## config.mk

```make
export PLATFORM = sky130hd
export DESIGN_NAME = branch_pc_unit
export DESIGN_NICKNAME = d
export VERILOG_FILES = /design/src/rtl/branch_pc_unit.sv
export SDC_FILE = /design/constraint.sdc
export NUM_CORES = 1
export LEC_CHECK = 0
export BUFFER_PORTS_ARGS = -buffer_cell sky130_fd_sc_hd__buf_2
export CAP_MARGIN = 20
export CORE_UTILIZATION = 59
export CTS_CLUSTER_SIZE = 14
export DETAILED_ROUTE_END_ITERATION = 10
export PLACE_DENSITY_LB_ADDON = 0.15
export SYNTH_ARGS = -nofsm -noshare
export SYNTH_HDL_FRONTEND = slang
export SYNTH_SLANG_ARGS = --single-unit
```

## constraint.sdc

```tcl
create_clock -name clk -period 4 [get_ports clk]
set_clock_uncertainty 0.2 [all_clocks]
set_input_delay 0.4 -clock clk [delete_from_list [all_inputs] [get_ports clk]]
set_output_delay 0.4 -clock clk [all_outputs]
set_load 0.02 [all_outputs]
```

## src/rtl/branch_pc_unit.sv

```systemverilog
// Branch / PC unit: sequential fetch-address generation with conditional and
// unconditional branch redirection.
//
// Ports:
//   clk, rst           clock, asynchronous active-high reset
//   stall              freeze sequential fetch (RUN state only)
//   br_req             decoded conditional branch; cond_ok arrives next cycle
//   br_uncond          decoded unconditional branch (priority over br_req)
//   br_pc, br_offset   branch address and signed halfword offset
//   cond_ok            registered condition result, sampled in WAIT_COND only
//   pc, fetch_valid    current fetch address and its validity
//   flush              one-cycle pulse coinciding with pc first showing target
//   busy               high while not in RUN
//   taken_cnt          wrapping count of taken branches
module branch_pc_unit #(
    parameter logic [31:0] RESET_PC = 32'h0000_0000
) (
    input  logic        clk,
    input  logic        rst,
    input  logic        stall,
    input  logic        br_req,
    input  logic        br_uncond,
    input  logic [31:0] br_pc,
    input  logic [10:0] br_offset,
    input  logic        cond_ok,
    output logic [31:0] pc,
    output logic        fetch_valid,
    output logic        flush,
    output logic        busy,
    output logic [15:0] taken_cnt
);

    typedef enum logic [1:0] {
        StRun,
        StWaitCond,
        StRedirect
    } state_e;

    state_e      state_q, state_d;
    logic [31:0] pc_q, pc_d;
    logic        flush_q, flush_d;
    logic [15:0] taken_cnt_q, taken_cnt_d;
    logic [31:0] target_q, target_d;
    logic [31:0] fall_q, fall_d;

    logic [31:0] br_target;

    // Halfword offset scaled to bytes, relative to br_pc + 4; bit 0 cleared.
    assign br_target = (br_pc + 32'd4 + {{20{br_offset[10]}}, br_offset, 1'b0}) & ~32'd1;

    always_comb begin
        state_d     = state_q;
        pc_d        = pc_q;
        flush_d     = 1'b0;
        taken_cnt_d = taken_cnt_q;
        target_d    = target_q;
        fall_d      = fall_q;
        unique case (state_q)
            StRun: begin
                if (!stall) begin
                    if (br_uncond || br_req) begin
                        // pc holds while the branch resolves
                        target_d = br_target;
                        fall_d   = br_pc + 32'd2;
                        state_d  = br_uncond ? StRedirect : StWaitCond;
                    end else begin
                        pc_d = pc_q + 32'd2;
                    end
                end
            end
            StWaitCond: begin
                state_d = StRun;
                if (cond_ok) begin
                    pc_d        = target_q;
                    flush_d     = 1'b1;
                    taken_cnt_d = taken_cnt_q + 16'd1;
                end else begin
                    pc_d = fall_q;
                end
            end
            StRedirect: begin
                state_d     = StRun;
                pc_d        = target_q;
                flush_d     = 1'b1;
                taken_cnt_d = taken_cnt_q + 16'd1;
            end
            default: begin
                state_d = StRun;
            end
        endcase
    end

    always_ff @(posedge clk or posedge rst) begin
        if (rst) begin
            state_q     <= StRun;
            pc_q        <= RESET_PC;
            flush_q     <= 1'b0;
            taken_cnt_q <= 16'd0;
            target_q    <= 32'd0;
            fall_q      <= 32'd0;
        end else begin
            state_q     <= state_d;
            pc_q        <= pc_d;
            flush_q     <= flush_d;
            taken_cnt_q <= taken_cnt_d;
            target_q    <= target_d;
            fall_q      <= fall_d;
        end
    end

    assign pc          = pc_q;
    assign flush       = flush_q;
    assign taken_cnt   = taken_cnt_q;
    assign busy        = (state_q != StRun);
    assign fetch_valid = (state_q == StRun) && !rst;

endmodule
```

Word-level counts from Yosys, hierarchy flattened
Index checks and enable logic that the tools add are counted.
{"block": "word_totals", "register_bits": 114, "in_bits": 49, "out_inout_bits": 51, "elab_cells": 41}
{"block": "classes", "n_addsub": 5, "n_eq_ne": 6, "mux": 12, "n_bitwise": 1, "reduce_logical": 11}
{"operator": "$mux 32", "count": 3}
{"operator": "$pmux 32 s3", "count": 1}
{"operator": "$add 32x2->32 const B", "count": 2}
{"operator": "$add 32x3->32 const B", "count": 1}
{"operator": "$add 32x32->32", "count": 1}
{"operator": "$pmux 16 s2", "count": 1}
{"operator": "$add 16x1->16 const B", "count": 1}
{"operator": "$mux 16", "count": 1}
{"operator": "$mux 2", "count": 4}
{"operator": "$ne 2x2->1 const B", "count": 4}
{"operator": "$reduce_and 3->1", "count": 2}
{"operator": "$reduce_and 2->1", "count": 2}
{"operator": "$reduce_bool 2->1", "count": 2}
{"operator": "$reduce_bool 3->1", "count": 1}
{"operator": "$eq 2x1->1 const B", "count": 1}
{"operator": "$eq 2x2->1 const B", "count": 1}
{"operator": "$logic_not 2->1", "count": 1}
{"operator": "$pmux 1 s2", "count": 1}
{"operator": "$logic_and 1x1->1", "count": 1}
{"operator": "$logic_not 1->1", "count": 1}
{"operator": "$logic_or 1x1->1", "count": 1}
{"operator": "$mux 1", "count": 1}
{"operator": "$not 1->1", "count": 1}

Longest topological paths before layout
{"block": "depth", "word_depth": 4, "mapped_depth": 12}

Least setup slack after synthesis
OpenSTA, ideal clock, no wires.
{"block": "synth_timing", "kind": "input to register", "start": "input port br_pc[2]", "end": "register target_q[26]", "arrival_time_ps": 2481, "slack_ps": 1185, "stages": 12, "path_buffers": 0, "path_cell_list": "inv_1 ha_1 inv_1 ha_1 fa_1 a21oi_1 o211ai_1 a211oi_1 nor4_2 o21ai_0 xor2_1 o21ai_0"}
{"block": "synth_between", "elab_chain_len": 2}
{"element": "start: declaration", "line_no": "23", "text": "input logic [31:0] br_pc,"}
{"element": "$add 32x3->32", "line_no": "49", "text": "assign br_target = (br_pc + 32'd4 + {{20{br_offset[10]}}, br_offset, 1'b0}) & ~32'd1;"}
{"element": "$add 32x32->32", "line_no": "49"}
{"element": "end signal: assignment", "line_no": "106", "text": "target_q <= target_d;"}
{"element": "end: declaration", "line_no": "43", "text": "logic [31:0] target_q, target_d;"}
Every way passes these cells.
A chain may end at the register's enable or synchronous reset.

Worst setup path in the final report
{"block": "layout_timing", "start": "input port br_pc[2]", "end": "register target_q[22]"}
The elaborated chain is that of the path after synthesis.

==> run_results.csv <==
group,metric,value,unit
floorplan,ios,100,
sta,slew_headroom,44.7,%
global_routing,antenna_found_initial,0,
power,switchingPower,0.00226,W
cts,path_clk_slew,0.05,ns
sta,fmax,347,MHz
synthesis,yosys_warnings,0,
cts,clock_path_buffers,2,
floorplan,die_h,117,µm
worst_setup_path,cp_cell_sequence,"buf_2 > inv_1 > ha_1 > inv_1 > ha_1 > fa_1 > a21oi_1 > o211ai_1 > a211oi_1 > nor4_2 > a21boi_0 > xor2_1 > o21ai_0",
cts,post-cts-setup-buffer-count,0,
sta,period_needed,2.89,ns
detailed_routing,drc,0,
worst_setup_path,startpoint,"br_pc[2]",
sta,final-setup-viol-count,0,
detailed_routing,drt_wl_total,19500,µm
detailed_routing,vias,7059,
placement,numPortBuffers,99,
synthesis,synth_nets,1021,
worst_setup_path,cp_slowest_stage_delay,0.41,ns
power,intPower,0.00330,W
worst_setup_path,worst_r2r_startpoint,"state_q[1]",
synthesis,ys.flop_type,"dfrtp_1",
sta,finalCritPeriodShare,72.1,%
worst_setup_path,crit_fanout,4,
worst_setup_path,cp_data_required_time,4.06,ns
synthesis,yosys.area.top_type,"dfrtp_1",
min_path,min_from,"br_pc[0]",
floorplan,die_w,117,µm
sta,timing.final.ws_setup,1.11,ns
placement,place_ws,0.759,ns
worst_setup_path,worstPathArrival,2.94,ns
power,power_frac_clock,24.5,%
sta,fin_tns_setup,0,ns
placement,place.gp.congestion,0.906,
cts,clockRootBuffer,"clkbuf_16",
power,p_total,0.00556,W
global_routing,grt_pass1_vias,6369,
worst_setup_path,crit_path_end_kind,"flip-flop",
cells_and_area,nets,1108,
floorplan,initial_utilization,61.2,%
placement,dpl.cell_count,1144,
worst_setup_path,startpoint_type,"input port",
power,power_density,617,nW/µm²
global_routing,grt_pass1_wl,31500,µm
placement,placed_cell_area,8470,µm²
power,switching_share,40.6,%
sta,rsz0062_at_grt,"false",
sta,hold_viol_final,0,
synthesis,yosysSeqAreaShare,36.5,%
cells_and_area,seqCellArea,2850,µm²
detailed_routing,via_per_inst,6.00,
global_routing,grt.overflow.total,0,
placement,dp_hpwl,14400,µm
cells_and_area,fillCellCount,1031,
power,p_seq_share,36.7,%
cells_and_area,stdcell_area,9020,µm²
cts,clk_latency,0.41,ns
synthesis,synth.distinct_cells,63,
worst_setup_path,slowest_stage,"fa_1",
floorplan,core_area,12800,µm²
cells_and_area,drive_gt1_share,16.2,%
synthesis,async_reset_ff_share,100,%
synthesis,yosys-top-cells-area,"dfrtp_1, ha_1, nand2_1",
global_routing,grt_max_degree,88,
cts,cts_tree,"built",
cts,cts_buffers,17,
cells_and_area,area_growth,15.4,%
cells_and_area,antennaDiodeCount,0,
synthesis,ys_ff_latch,114,
synthesis,avgSynthCellArea,8.65,µm²
cts,cts_resized,0,
detailed_routing,dr.first_iter.drc_count,691,
status,status,"finished clean",
detailed_routing,drt_first_pass_iters,7,
power,ir_drop,0.370,mV
cts,clock_sinks,114,
detailed_routing,wl_per_cell,16.6,µm
synthesis,syn_inst,905,
global_routing,track_usage,30.0,%
flow_run,drv_cap,0,
power,leakagePower,4.11,nW
synthesis,synth_top_area_share,36.5,%
min_path,min_path_type,"in -> reg",
cts,cts_max_level,4,
cells_and_area,instances_no_fill,1176,
sta,worst_slew_pin_slew,0.829,ns
cells_and_area,multi_input_area,4730,µm²
worst_setup_path,ff2ff_setup_slack,1.44,ns
power,p_comb_share,38.8,%
floorplan,row_count,41,
synthesis,netlist_area,7820,µm²
worst_setup_path,path_class,"in -> reg",
synthesis,synth_edf_count,0,
detailed_routing,antenna_left,0,
floorplan,dieArea,13700,µm²
sta,slew_viol_final,0,
cells by family (layout without fill, tap and decap cells):
family | Yosys count | after routing | share of synthesized area, %
compound gates | 246 | 246 | 19.8
buf+inv | 66 | 165 | 3.23
flops | 114 | 114 | 36.5
mux | 12 | 12 | 1.58
fa+ha+maj | 67 | 67 | 10.8
xor+xnor | 69 | 69 | 7.72
simple gates | 331 | 331 | 20.4
synthesized netlist by cell type (13+ instances only):
library cell  count
a21oi_1          52
o22ai_1          21
clkbuf_1         38
inv_1            23
ha_1             66
a221oi_1         27
nand4_1          17
xor2_1           36
nor3_1           19
o21ai_0          70
nor2_1           80
and3_1           15
a31oi_1          13
dfrtp_1         114
nand3_1          32
nand2_1         129
xnor2_1          33
final cells by class:
| type | instances | area share [%] |
|---|---|---|
| Multi-Input combinational cell | 725 | 52.4 |
| Sequential cell | 114 | 31.6 |
| Timing Repair Buffer | 110 | 6.57 |
| Clock buffer | 27 | 5.80 |
| Tap cell | 172 | 2.38 |
| Inverter | 24 | 1.03 |
| Clock inverter | 4 | 0.250 |
per-stage QoR:
stage                     utilization, %  hold WS (ns)
after floorplan                        -         0.239
after global placement              66.3         0.257
after detailed placement            66.3         0.259
after CTS                           70.7       0.00925
after global routing                70.7       0.00394
final                               70.7        0.0120
sequential cells by signal, indices dropped and copies added (netlist names):
register	cells
flush	1
state_q	2
pc	32
fall_q	32
target_q	31
taken_cnt	16
path summary, 6_finish.rpt:
kind / end / cells after the start
max reg2reg: pc[15] / 8
min: fall_q[0] / 3
min reg2reg: taken_cnt[15] / 1
max in group asynchronous: fall_q[3] / 4
min in group asynchronous: fall_q[31] / 3
max: target_q[22] / 13
worst max-delay path: cells and delay by family:
kind | cells | cell delay, ns
AND/OR/NAND/NOR | 1 | 0.14
AO/OA/AOI/OAI | 5 | 1.14
XOR/XNOR | 1 | 0.16
buffers and inverters | 3 | 0.19
adder cells (fa/ha/maj) | 3 | 0.89
repair_timing:
item,CTS,global route
hold endpoints to repair,54,0
hold buffers,1,0
endpoints found under the setup margin,0,0
layer usage:
metal | up-vias | track usage [%] | wire length (µm) | share of wire [%]
met5 | - | 0 | 0 | 0
met4 | 0 | 7.93 | 187 | 0.96
met3 | 17 | 5.30 | 1210 | 6.2
met2 | 225 | 46.9 | 8860 | 45
met1 | 3367 | 43.0 | 9220 | 47
li1 | 3450 | - | - | -
cell usage in the layout, fill, tap and decap left out, drive strengths merged, types with 9 or more instances in the layout:
cell / synthesis / routed
nand2: 129 / 129
ha: 66 / 66
and3: 17 / 17
o22ai: 21 / 21
a21o: 9 / 9
xor2: 36 / 36
clkbuf: 38 / 27
nor2: 81 / 81
o21ai: 78 / 78
nor3: 20 / 20
a221oi: 27 / 27
inv: 23 / 23
nand4: 20 / 20
mux2i: 9 / 9
xnor2: 33 / 33
a21oi: 52 / 52
buf: 4 / 109
dfrtp: 114 / 114
a31oi: 13 / 13
nand3: 34 / 34
power groups by stage:
stage / logic, W / registers [W] / clock network, W
4_1_cts: 0.00215 / 0.00203 / 0.00138
3_5_place_dp: 0.00212 / 0.00204 / 0
5_1_grt: 0.00242 / 0.00210 / 0.00144
6_report: 0.00216 / 0.00204 / 0.00136
3_3_place_gp: 0.00208 / 0.00202 / 0
2_1_floorplan: 0.00136 / 0.00213 / 0
Power figures use the tool's default switching activity.
